$ cat config.mk
export PLATFORM = sky130hd
export DESIGN_NAME = dequeue_agent_v0_1
export DESIGN_NICKNAME = d
export VERILOG_FILES = /design/src/rtl/dequeue_agent_v0_1_pkg.sv /design/src/rtl/rr_arbiter_v0_1.sv /design/src/rtl/dequeue_agent_v0_1.sv
export SDC_FILE = /design/constraint.sdc
export NUM_CORES = 1
export LEC_CHECK = 0
export ABC_AREA = 1
export BUFFER_PORTS_ARGS = -buffer_cell sky130_fd_sc_hd__buf_2
export CORE_MARGIN = 1.5
export CORE_UTILIZATION = 44
export CTS_CLUSTER_DIAMETER = 120
export CTS_CLUSTER_SIZE = 20
export DETAILED_ROUTE_END_ITERATION = 6
export HOLD_SLACK_MARGIN = 0.12
export PLACE_DENSITY = 0.8
export SYNTH_ARGS = -nofsm -noshare
export SYNTH_HDL_FRONTEND = slang
export SYNTH_SLANG_ARGS = --single-unit
$ cat constraint.sdc
create_clock -name axis_aclk -period 3.9 [get_ports axis_aclk]
set_input_delay 0.195 -clock axis_aclk [delete_from_list [all_inputs] [get_ports axis_aclk]]
set_output_delay 0.195 -clock axis_aclk [all_outputs]
set_load 0.05 [all_outputs]
$ cat src/rtl/dequeue_agent_v0_1_pkg.sv
// Shared definitions for the dequeue agent.
// Holds the FSM state encoding and the field layout of a root PIFO entry:
//   valid[31] | rank[30:12] | buffer_addr[11:0]
package dequeue_agent_v0_1_pkg;

  typedef enum logic [1:0] {
    StIdle   = 2'd0,
    StPop    = 2'd1,
    StLatch  = 2'd2,
    StStream = 2'd3
  } state_e;

  localparam int unsigned VALID_POS  = 31;
  localparam int unsigned RANK_MSB   = 30;
  localparam int unsigned RANK_LSB   = 12;
  localparam int unsigned ADDR_MSB   = 11;
  localparam int unsigned ADDR_LSB   = 0;
  localparam int unsigned ADDR_WIDTH = 12;

endpackage

$ cat src/rtl/rr_arbiter_v0_1.sv
// Combinational round-robin arbiter.
// Searches the request vector starting one position after the last grant,
// wrapping modulo N, and grants the first requester found.
// Ports:
//   i_req   - request vector, one bit per requester
//   i_last  - index of the most recently served requester
//   o_grant - one-hot grant (all zero when no request)
//   o_any   - at least one request present
module rr_arbiter_v0_1 #(
  parameter int unsigned N    = 5,
  parameter int unsigned IdxW = (N > 1) ? $clog2(N) : 1
) (
  input  logic [N-1:0]    i_req,
  input  logic [IdxW-1:0] i_last,
  output logic [N-1:0]    o_grant,
  output logic            o_any
);

  always_comb begin
    logic        w_found;
    int unsigned w_idx;
    o_grant = '0;
    w_found = 1'b0;
    w_idx   = 0;
    for (int unsigned k = 1; k <= N; k++) begin
      w_idx = (32'(i_last) + k) % N;
      if (!w_found && i_req[w_idx]) begin
        o_grant[w_idx] = 1'b1;
        w_found        = 1'b1;
      end
    end
  end

  assign o_any = |i_req;

endmodule

$ cat src/rtl/dequeue_agent_v0_1.sv
// Dequeue agent: picks one eligible output queue by round robin, pops its
// root PIFO entry, and streams the referenced packet out of the packet buffer
// until the end-of-packet word has been transferred.
// Ports:
//   axis_aclk / axis_reset    - clock, asynchronous active-high reset
//   s_axis_pifo_empty         - per-queue PIFO empty
//   s_axis_pifo_dout          - per-queue popped entry, valid one cycle after pop
//   s_axis_buffer_empty/tlast - per-queue packet buffer status
//   m_axis_tready             - per-queue downstream ready
//   m_axis_ctl_pifo_out_en    - one-hot PIFO pop pulse
//   m_axis_ctl_buffer_rd_en   - one-hot buffer read enable
//   m_axis_buffer_rd_addr     - start address of the packet in flight
//   m_axis_tvalid             - one-hot downstream word valid
//   busy                      - agent is serving a queue
//   invalid_pop_cnt           - saturating count of popped entries marked invalid
module dequeue_agent_v0_1
  import dequeue_agent_v0_1_pkg::*;
#(
  parameter int unsigned QUEUE_NUM  = 5,
  parameter int unsigned PIFO_WIDTH = 32
) (
  input  logic                            axis_aclk,
  input  logic                            axis_reset,
  input  logic [QUEUE_NUM-1:0]            s_axis_pifo_empty,
  input  logic [QUEUE_NUM*PIFO_WIDTH-1:0] s_axis_pifo_dout,
  input  logic [QUEUE_NUM-1:0]            s_axis_buffer_empty,
  input  logic [QUEUE_NUM-1:0]            s_axis_buffer_tlast,
  input  logic [QUEUE_NUM-1:0]            m_axis_tready,
  output logic [QUEUE_NUM-1:0]            m_axis_ctl_pifo_out_en,
  output logic [QUEUE_NUM-1:0]            m_axis_ctl_buffer_rd_en,
  output logic [ADDR_WIDTH-1:0]           m_axis_buffer_rd_addr,
  output logic [QUEUE_NUM-1:0]            m_axis_tvalid,
  output logic                            busy,
  output logic [15:0]                     invalid_pop_cnt
);

  localparam int unsigned SelW = (QUEUE_NUM > 1) ? $clog2(QUEUE_NUM) : 1;

  state_e                r_state, w_state_d;
  logic [SelW-1:0]       r_sel, r_last, w_grant_idx;
  logic [ADDR_WIDTH-1:0] r_rd_addr;
  logic [15:0]           r_invalid_cnt;

  logic [QUEUE_NUM-1:0]  w_eligible, w_grant;
  logic                  w_any;
  logic [PIFO_WIDTH-1:0] w_entry;
  logic                  w_entry_valid;
  logic [ADDR_WIDTH-1:0] w_entry_addr;
  logic [RANK_MSB-RANK_LSB:0] w_unused_rank;
  logic                  w_word_xfer, w_pkt_done;
  logic                  w_load_sel, w_load_addr, w_count_invalid, w_update_last;

  assign w_eligible = ~s_axis_pifo_empty & ~s_axis_buffer_empty & m_axis_tready;

  rr_arbiter_v0_1 #(
    .N    (QUEUE_NUM),
    .IdxW (SelW)
  ) u_arbiter (
    .i_req   (w_eligible),
    .i_last  (r_last),
    .o_grant (w_grant),
    .o_any   (w_any)
  );

  always_comb begin
    w_grant_idx = '0;
    for (int unsigned q = 0; q < QUEUE_NUM; q++) begin
      if (w_grant[q]) w_grant_idx = SelW'(q);
    end
  end

  // Only the selected queue's slice matters; rank is consumed by the PIFO itself.
  assign w_entry       = s_axis_pifo_dout[32'(r_sel)*PIFO_WIDTH +: PIFO_WIDTH];
  assign w_entry_valid = w_entry[VALID_POS];
  assign w_entry_addr  = w_entry[ADDR_MSB:ADDR_LSB];
  assign w_unused_rank = w_entry[RANK_MSB:RANK_LSB];

  // A word moves only when the selected port is ready and the buffer has data.
  assign w_word_xfer = (r_state == StStream) & m_axis_tready[r_sel] &
                       ~s_axis_buffer_empty[r_sel];
  assign w_pkt_done  = w_word_xfer & s_axis_buffer_tlast[r_sel];

  always_comb begin
    w_state_d       = r_state;
    w_load_sel      = 1'b0;
    w_load_addr     = 1'b0;
    w_count_invalid = 1'b0;
    w_update_last   = 1'b0;
    case (r_state)
      StIdle: begin
        if (w_any) begin
          w_load_sel = 1'b1;
          w_state_d  = StPop;
        end
      end
      StPop: w_state_d = StLatch;
      StLatch: begin
        if (w_entry_valid) begin
          w_load_addr = 1'b1;
          w_state_d   = StStream;
        end else begin
          // Stale entry: skip it and let the arbiter move past this queue.
          w_count_invalid = 1'b1;
          w_update_last   = 1'b1;
          w_state_d       = StIdle;
        end
      end
      StStream: begin
        if (w_pkt_done) begin
          w_update_last = 1'b1;
          w_state_d     = StIdle;
        end
      end
      default: w_state_d = StIdle;
    endcase
  end

  always_ff @(posedge axis_aclk or posedge axis_reset) begin
    if (axis_reset) begin
      r_state       <= StIdle;
      r_sel         <= '0;
      r_last        <= SelW'(QUEUE_NUM - 1);
      r_rd_addr     <= '0;
      r_invalid_cnt <= '0;
    end else begin
      r_state <= w_state_d;
      if (w_load_sel)    r_sel     <= w_grant_idx;
      if (w_load_addr)   r_rd_addr <= w_entry_addr;
      if (w_update_last) r_last    <= r_sel;
      if (w_count_invalid && (r_invalid_cnt != 16'hFFFF)) begin
        r_invalid_cnt <= r_invalid_cnt + 16'd1;
      end
    end
  end

  always_comb begin
    m_axis_ctl_pifo_out_en  = '0;
    m_axis_ctl_buffer_rd_en = '0;
    m_axis_tvalid           = '0;
    for (int unsigned q = 0; q < QUEUE_NUM; q++) begin
      if (r_sel == SelW'(q)) begin
        m_axis_ctl_pifo_out_en[q]  = (r_state == StPop);
        m_axis_ctl_buffer_rd_en[q] = w_word_xfer;
        m_axis_tvalid[q]           = w_word_xfer;
      end
    end
  end

  assign m_axis_buffer_rd_addr = r_rd_addr;
  assign busy                  = (r_state != StIdle);
  assign invalid_pop_cnt       = r_invalid_cnt;

endmodule
Yosys cells after proc, flatten, opt, wreduce, memory -nomap -nowiden
Index checks and enable logic that the tools add are counted.
{"block": "totals", "regBits": 36, "input_bits": 182, "output_inout_bits": 44, "word_cells": 130}
{"block": "classes", "n_addsub": 6, "div": 5, "magnitude_cmp": 11, "n_eq_ne": 10, "n_shift": 1, "muxes": 61, "bitwise": 12, "reduce_logical": 19}
{"operator": "$ge A32 B1 Y1 const B", "count": 5}
{"operator": "$lt A32 B4 Y1 const B", "count": 5}
{"operator": "$mod A32 B3 Y32 const B", "count": 5}
{"operator": "$shiftx A160 B9 Y32", "count": 1}
{"operator": "$mux W1", "count": 35}
{"operator": "$mux W5", "count": 5}
{"operator": "$bmux W1 S3", "count": 8}
{"operator": "$or A5 B5 Y5", "count": 4}
{"operator": "$add A16 B1 Y16 const B", "count": 1}
{"operator": "$ne A16 B16 Y1 const B", "count": 1}
{"operator": "$demux W1 S3", "count": 5}
{"operator": "$and A5 B5 Y5", "count": 2}
{"operator": "$logic_and A1 B1 Y1", "count": 10}
{"operator": "$not A5 Y5", "count": 2}
{"operator": "$mux W3", "count": 3}
{"operator": "$add A3 B2 Y4 const B", "count": 2}
{"operator": "$add A3 B3 Y4 const B", "count": 2}
{"operator": "$pmux W2 S4", "count": 1}
{"operator": "$eq A3 B2 Y1 const B", "count": 2}
{"operator": "$mux W2", "count": 3}
{"operator": "$reduce_or A5 Y1", "count": 1}
{"operator": "$add A3 B1 Y4 const B", "count": 1}
{"operator": "$eq A2 B2 Y1 const B", "count": 2}
{"operator": "$logic_not A1 Y1", "count": 4}
{"operator": "13 further kinds", "count": 15}

Logic depth before layout (Yosys ltp)
Gate-level depths: netlist of the first run.
{"block": "logic_depth", "ltp_word": 22, "depth_mapped": 31, "depth_no_buf": 30}

Hierarchy
Synthesis of the first run repeated with hierarchy kept, for this count alone.
{"block": "hier_totals", "hier_cells": 786, "area_unflattened_um2": 4938.5}
{"module": "dequeue_agent_v0_1", "instances": 1, "cells_each": 362, "area_per_inst_um2": 2497.4, "seq_area_each_um2": 902.1}
{"module": "rr_arbiter_v0_1", "instances": 1, "cells_each": 424, "area_per_inst_um2": 2441.1, "seq_area_each_um2": 0.0}

Worst setup path before layout of the first run
No wires, ideal clock.
{"block": "synth_timing", "path_type": "register to register", "startpoint": "register r_last[0]", "endpoint": "register r_sel[0]", "setup_time_ps": 120, "arrival_ps": 3867, "t_required_ps": 3780, "path_slack_ps": -88, "path_stages_with_launch": 29, "path_buffers": 2, "period_less_slack_ps": 3988, "path_cell_list": "dfrtp_1 buf_6 clkinv_1 ha_1 buf_2 inv_1 ha_1 inv_1 nand3_2 nand2_2 nand3_1 nand2_1 ha_1 inv_1 or2_2 nand2_2 nand2_2 nand2_1 nand2_2 nor2_1 nand2_1 nand2_2 nor2_8 nand3_2 nor2_1 nor2_1 nand3_1 o21ai_1 nand2_1"}
{"block": "synth_via", "elab_chain_len": 21, "elab_cells_between_ends": 70, "cone_classes": "add/sub: 5; div: 5; order compare: 10; mux: 33; bitwise: 4; reduce/logical: 13"}
{"element": "start: declaration", "line": "dequeue_agent_v0_1.sv:40", "rtl": "logic [SelW-1:0] r_sel, r_last, w_grant_idx;"}
{"element": "start signal: assignment", "line": "dequeue_agent_v0_1.sv:122", "rtl": "r_last <= SelW'(QUEUE_NUM - 1);"}
{"element": "start signal: assignment", "line": "dequeue_agent_v0_1.sv:129", "rtl": "if (w_update_last) r_last <= r_sel;"}
{"element": "branches (longest 16 deep; another with $mod A32 B3 Y32)"}
{"element": "$mux W5 *", "line": "rr_arbiter_v0_1.sv:27", "rtl": "if (!w_found && i_req[w_idx]) begin"}
{"element": "$mux W1", "line": "dequeue_agent_v0_1.sv:68", "rtl": "if (w_grant[q]) w_grant_idx = SelW'(q);"}
{"element": "$mux W3 (2 in a row)", "line": "dequeue_agent_v0_1.sv:68"}
{"element": "$mux W3 *", "line": "dequeue_agent_v0_1.sv:68"}
{"element": "end signal: assignment", "line": "dequeue_agent_v0_1.sv:127", "rtl": "if (w_load_sel) r_sel <= w_grant_idx;"}
{"element": "end: declaration", "line": "dequeue_agent_v0_1.sv:40"}
Mark *: on every way between the ends. The select of a mux whose other input is x is not followed.
A chain may end at the register's enable or synchronous reset.

Worst setup path after layout of the first run
{"block": "layout_timing", "startpoint": "register r_last[2]", "endpoint": "register r_sel[1]"}
{"block": "layout_via", "elab_chain_len": 20, "elab_cells_between_ends": 69, "cone_classes": "add/sub: 5; div: 5; order compare: 10; mux: 32; bitwise: 4; reduce/logical: 13"}
{"element": "branches (longest 16 deep; another with $mod A32 B3 Y32)"}
{"element": "$mux W5 *", "line": "rr_arbiter_v0_1.sv:27"}
{"element": "$mux W3 (2 in a row)", "line": "dequeue_agent_v0_1.sv:68"}
{"element": "$mux W3 *", "line": "dequeue_agent_v0_1.sv:68"}
Marks and branches as above.

==> results of run 1 <==
-- path summary, 6_finish.rpt --
kind	cells past startpoint	end	slack (ns)
setup / recovery	28	r_sel[1]$_DFFE_PP0P_	0.31
hold / removal	3	m_axis_buffer_rd_addr[9]$_DFFE_PP0P_	0.19
setup reg to reg	28	r_sel[1]$_DFFE_PP0P_	0.31
hold reg to reg	2	m_axis_buffer_rd_addr[0]$_DFFE_PP0P_	0.49
max in group asynchronous	4	r_last[2]$_DFFE_PP1P_	2.94
min in group asynchronous	4	m_axis_buffer_rd_addr[4]$_DFFE_PP0P_	0.61
-- flip-flops by register name, summed over array words and instances, names as in the netlist --
register	flops
r_sel	3
m_axis_buffer_rd_addr	12
r_last	3
r_state	2
invalid_pop_cnt	16
-- through the flow --
stage	setup TNS, ns	std cells	setup slack (ns)	utilization (%)	area [sq um]
finish	0	1030	0.3106	55.60	5766
global route	-0.01973	1030	-0.01819	55.60	5766
CTS	0	1026	0.2020	54.60	5662
detailed placement	0	1017	0.2195	53.46	5544
global placement	0	1017	0.2671	53.46	5544
floorplan	0	759	0.06062	-	4743
-- Yosys cell counts (all sizes together) (6+ instances only) --
cell type,count,area share (%)
xor2,14,2.6
nand4,25,3.3
dfrtp,35,18
ha,34,9.0
nand3,75,8.9
a41oi,12,2.2
clkbuf,12,0.95
a21oi,19,2.0
nor3,18,2.0
buf,9,1.5
nor2,70,7.0
nand3b,6,1.0
inv,87,7.1
o21ai,34,3.7
nand2,281,25
-- tightest hold or removal path, stage by stage --
cell and delay (ns):
buf_2 0.08, a21oi_1 0.05, o21ai_0 0.12
-- per-layer routing --
layer / track usage [%] / vias to the layer above / wire [um]
met2: 44.09 / 239 / 6980
met3: 4.012 / 29 / 1102
li1: - / 2743 / -
met1: 33.03 / 2410 / 6025
met4: 10.29 / 0 / 487
met5: 0 / - / 0
-- timing repair --
| action | 4_1_cts | 5_1_grt |
|---|---|---|
| endpoints found under the setup margin | 0 | 3 |
| resized for setup | 0 | 16 |
| hold buffers | 1 | 0 |
| buffers inserted | 0 | 4 |
| hold endpoints to repair | 35 | 0 |
-- kinds of logic after synthesis --
family,Yosys count
compound gates,77
flops,36
buf+inv,109
simple gates,483
fa+ha+maj,34
mux,1
xor+xnor,19
-- final cells by class --
class,instances,area (sq um)
sequential,36,905.9
inverter,88,341.6
tap,136,170.2
multi-input combinational,614,3452
clock buffer,6,72.57
clock inverter,2,35.03
fill,1032,4604
timing repair buffer,148,788.3
==> summary.md, run 1 <==
| Metric | Value |
|---|---|
| Worst EP arrival | 3.77 ns |
| Synth Cell Area | 4742 sq um |
| Largest family of logic cells by synthesized area | simple AND/OR/NAND/NOR gates |
| Post-Synthesis Cells | 759 |
| CTS tree | built |
| Tot GR Track Use | 26.01% |
| Syn_area_per_cell | 6.248 sq um |
| Vias in the first global route | 5057 |
| Vias per cell | approximately 5.3 |
| Buf/Inv on CP | 3 |
| Outcome | complete, no violations |
| # H-tree levels | 2 |
| Initial core utilization | 45.73% |
| Register area share after synthesis | approximately a fifth |
| Layout cell share with drive strength beyond 1 | 27.40% |
| RD Place Congestion | between 0.9 and 1 |
| PortBufs | 130 |
| Crit Path Category | reg2reg |
| Via Count | between 5000 and 6000 |
| Max_cap viols | 0 |
| Crit share post-route | 92.03% |
| Mux contribution to synthesized area | 0.2375% |
| Worst Tran Pin Value | 0.8523 ns |
| Die X | about 110 um |
| Worst Setup SP | r_last[2]$_DFFE_PP1P_ |
| Die footprint | 11410 sq um |
| CTS Buf Count | 5 |
| Total wire length | 14.60 mm |
| Layout Skew | 0.006311 ns |
| Slowest CP cell | dfstp_4 |
| Cell family with most CP delay | simple AND/OR/NAND/NOR gates |
| CTS max path bufs | 2 |
| Post-synthesis compound-gate area fraction | 9.789% |
| P&R area growth vs syn | 21.58% |
| Clk slew on worst S/H paths | 0.07 ns |
| Post-synth net total | 975 |
| Height of the die | about 110 um |
| Hold Violations, Final | 0 |
| Tmin final | between 3 and 4 ns |
| Largest net degree at the start of global routing | 37 |
| Worst-Skew Late Latency | 0.28 ns |
| # setup viols final | 0 |
| Fmax | 278.6 MHz |
| Most common cell after layout, fill and taps aside | nand2_1 |
| Synth Register Bits | 36 |
| Yosys synthesis warning count | 0 |
| NumNets Final | 1109 |
| Synth unique cells | 47 |
| Adder-cell area share of the yosys netlist | between 8 and 9% |
| DR DRC count | 0 |
| Routed WL per cell | 14.17 um |
| DRT iter0 DRCs | 451 |
| Hold Path Class | in2reg |
| Ys flop type | dfrtp_1 |
| Most used cell, CP | nand2_1 |
| Congestion Overflow GR | 0 |
| Worst hold slack | 0.1912 ns |
| Core box area | 10370 sq um |
| CP endpoint kind | flop |
| Req. time, crit path | 4.08 ns |
| Global-route wire length before repair | 23.73 mm |
| ANT nets after route | 0 |
| Clock sinks | 36 |
| # rows | 37 |
| Rel. slew slack | 42.74% |
| Total I/O pin count | 226 |
| Simple-gate share of the synthesized area | 48.81% |
| Min-delay src | s_axis_pifo_dout[137] |
| Most frequent cells in the layout | 239 x nand2_1, 130 x buf_2, 75 x inv_1 |
| Slew Limit Fails | 0 |
| Post-DP HPWL | approximately 12 mm |
| Initial antenna violation count | 0 |
| Pre-antenna DRT Iters | 5 |
| Synth Area in XOR/XNOR | ~3.5% |
| Reg-to-Reg Start | r_last[2]$_DFFE_PP1P_ |
| Ant. Diodes | 0 |
| Max Fanout on Critical Path | 9 |
| CP peak stage delay | 0.70 ns |
| EDFF count, synth | 0 |
| Post-synthesis async set-or-reset flop share | 100.0% |
| Root Buffer | clkbuf_8 |
| Startpoint Class | flop |
Power of run 1 is not shown: default switching activity piles up to over one toggle a cycle in this logic, so the estimate is an artifact.
==> run 2: changes to the inputs <==
Settings changed: ABC_AREA 1 to 0, CORE_UTILIZATION 44 to 43, PLACE_DENSITY 0.8 to 0.79.
==> summary.md, run 2 <==
| Metric | Value |
|---|---|
| Total power | 6439 uW |
| # setup viols final | 3 |
| Final instance area | 6050 sq um |
| Outcome | complete, but fails checks |
| Total wire length | 15.22 mm |
| Tot GR Track Use | 26.95% |
| Max Fanout on Critical Path | 4 |
| TNS Setup | -0.7464 ns |
| PwrDens | 1064 nW/um^2 |
| Top cells by area, synth | dfrtp_1 19%, ha_1 9.5%, mux4_2 8.0% |
| Tmin final | about 4.2 ns |
| Req. time, crit path | 4.11 ns |
| Crit share post-route | 108.1% |
| Met1 Usage GRT | 29.90% |
| Top cell type's share of synthesized area | 19.47% |
| CTS max path bufs | 2 |
| Rel. slew slack | 35.99% |
| Layout cell share with drive strength beyond 1 | between 30% and 40% |
| Core box area | 10230 sq um |
| Yosys synthesis warning count | 0 |
| Internal | slightly above 3000 uW |
| Fillers | ~870 |
| Height of the die | 105.3 um |
| Synth Register Bits | 36 |
| Most common cell after layout, fill and taps aside | buf_2 |
| Post-synth net total | between 700 and 800 |
| Final non-filler cell total | 884 |
| Most instantiated library cell after synthesis | nand2_1 |
| CTS tree | built |
| CTS Buf Count | 5 |
| ANT nets after route | 0 |
| Layer with the highest usage | met2 |
| LEAKAGE | 0.002783 uW |
| Total I/O pin count | 226 |
| Clk slew on worst S/H paths | around 0.080 ns |
| Flop pwr share | under 10% |
| Worst Reg2Reg Path Length in Cells | 19 |
| CP endpoint kind | flop |
| Pre-antenna DRT Iters | 5 |
| Area leader, netlist | dfrtp_1 |
| P&R area growth vs syn | 34.45% |
| Die footprint | 11090 sq um |
| Placed Cells | 866 |
| DR DRC count | 0 |
| Maximum VDD drop | 0.0005043 V |
| Unrepaired setup endpoints after global routing | true |
| Via Count | 5191 |
| Initial core utilization | between 40% and 50% |
| Most frequent cells in the layout | 130 x buf_2, 74 x buf_4, 63 x nand2_1 |
| Worst EP arrival | approximately 4.4 ns |
| Post-Place Setup Slack | -0.3331 ns |
| EDFF count, synth | 0 |
| Failing checks | negative setup slack |
| # H-tree levels | 2 |
| Crit Path Category | reg2reg |
| Max_cap viols | 0 |
| Net load switching power | 3349 uW |
| Gate power share | ~86% |
| Slew Limit Fails | 0 |
| DRT iter0 DRCs | 508 |
| Worst setup margin | -0.3165 ns |
| Worst-Skew Late Latency | 0.30 ns |
| Post-synthesis async set-or-reset flop share | 100.0% |
| Congestion Overflow GR | 0 |
| PortBufs | 130 |
| Largest net degree at the start of global routing | 37 |
| Routed WL per cell | 17.21 um |
| Vias in the first global route | between 5000 and 6000 |
| Initial antenna violation count | 4 |
| Clock power share | 4.2% |
| Startpoint Class | flop |
| Min-Delay Path Depth | 3 |
| List of most frequent post-synthesis cells | 63 x nand2_1, 45 x nor2_1, 36 x a21oi_1, 35 x dfrtp_1, 34 x ha_1 |
| Sw frac | 52.01% |
| Die X | 105.3 um |
| Max FFs per register | 16 |
| Met3 Resource Use GR | between 2 and 3% |
| Layout Skew | 0.007875 ns |
| Register area share after synthesis | 20.05% |
| Synth Cell Area | ~4500 sq um |
| Global-route wire length before repair | between 20 and 25 mm |
| NumNets Final | 959 |
| Placement Cell Area | 5788 sq um |
| # rows | 37 |
| Ys flop type | dfrtp_1 |
| Vias per cell | ~5.9 |
| Post-DP HPWL | 12.09 mm |
| Met2 Usage GRT | 49.58% |
| Hold Path Class | in2reg |
| Fmax | 237.2 MHz |
| Synth unique cells | 76 |
| RD Place Congestion | 0.9134 |
| Hold Violations, Final | 0 |
| Root Buffer | clkbuf_8 |
| Post-Synthesis Cells | 564 |
| Clock sinks | 36 |
| Syn_area_per_cell | 7.978 sq um |
| Worst Tran Pin Value | ~0.96 ns |
-- run 2: cells by family (layout without fill, tap and decap cells) --
family | count (synthesis) | after routing | synth area share, %
flip-flops | 36 | 36 | 20.05
adder cells (fa/ha/maj) | 34 | 34 | 9.455
AND/OR/NAND/NOR | 221 | 221 | 24.86
multiplexers | 27 | 27 | 10.62
AO/OA/AOI/OAI | 158 | 158 | 24.14
other | 0 | 4 | 0
buffers and inverters | 64 | 244 | 6.035
XOR/XNOR | 24 | 24 | 4.839
-- run 2: area by class of cell --
type	instances	area (sq um)	share of cell area [%]
diodes	4	10.01	0.1655
clock buffers	5	68.82	1.138
clock inverters	3	18.77	0.3102
inverters	29	126.4	2.089
multi-input cells	464	3510	58.01
flip-flops and latches	36	903.4	14.93
well taps	136	170.2	2.813
repair buffers	207	1242	20.54
-- run 2: power groups by stage --
stage | Clock, uW | Combinational, uW | Sequential [uW]
floorplan | 0 | 3290 | 905
global placement | 0 | 4910 | 614
detailed placement | 0 | 5110 | 624
CTS | 273 | 5240 | 621
global route | 287 | 6020 | 643
finish | 272 | 5540 | 625
-- run 2: timing repair --
action	in CTS	in global routing
buffers inserted	2	3
hold endpoints to repair	35	0
hold buffers	1	0
pin swaps	14	3
setup endpoints to repair	3	3
resized for setup	9	16
-- run 2: critical path, stage by stage, from the launching register on --
cell	delay, ns
dfrtp_2	0.46
clkinv_8	0.07
ha_4	0.18
xnor2_4	0.17
inv_4	0.05
ha_4	0.16
or2_4	0.23
o211a_1	0.23
or2_4	0.26
ha_4	0.16
nand2b_4	0.14
and3_4	0.15
a211o_4	0.34
mux2_4	0.33
nor2_4	0.09
a32o_2	0.19
nand3b_1	0.14
nor3_2	0.21
or3b_1	0.36
a32oi_1	0.21
-- run 2: worst paths after layout --
kind	from	endpoint	slack [ns]
max reg2reg	r_last[0]$_DFFE_PP0P_	r_sel[0]$_DFFE_PP0P_	-0.32
min reg2reg	invalid_pop_cnt[5]$_DFFE_PP0P_	invalid_pop_cnt[5]$_DFFE_PP0P_	0.50
min in group asynchronous	axis_reset	invalid_pop_cnt[14]$_DFFE_PP0P_	0.59
max	r_last[0]$_DFFE_PP0P_	r_sel[0]$_DFFE_PP0P_	-0.32
min	s_axis_pifo_dout[129]	m_axis_buffer_rd_addr[1]$_DFFE_PP0P_	0.23
max in group asynchronous	axis_reset	r_last[0]$_DFFE_PP0P_	2.94
-- run 2: per-layer routing --
| layer | part of all wire (%) | vias up |
|---|---|---|
| met2 | 50 | 246 |
| met5 | 0 | - |
| met3 | 6.2 | 55 |
| met4 | 5.7 | 0 |
| met1 | 38 | 2442 |
| li1 | - | 2448 |
-- run 2: per-stage QoR --
step	utilization [%]	hold WS (ns)
6_report	59.13	0.2288
3_5_place_dp	56.57	0.3556
2_1_floorplan	-	0.3613
4_1_cts	58.13	0.2338
5_1_grt	59.13	0.2349
3_3_place_gp	56.57	0.3254
(Power assumes the default switching activity.)
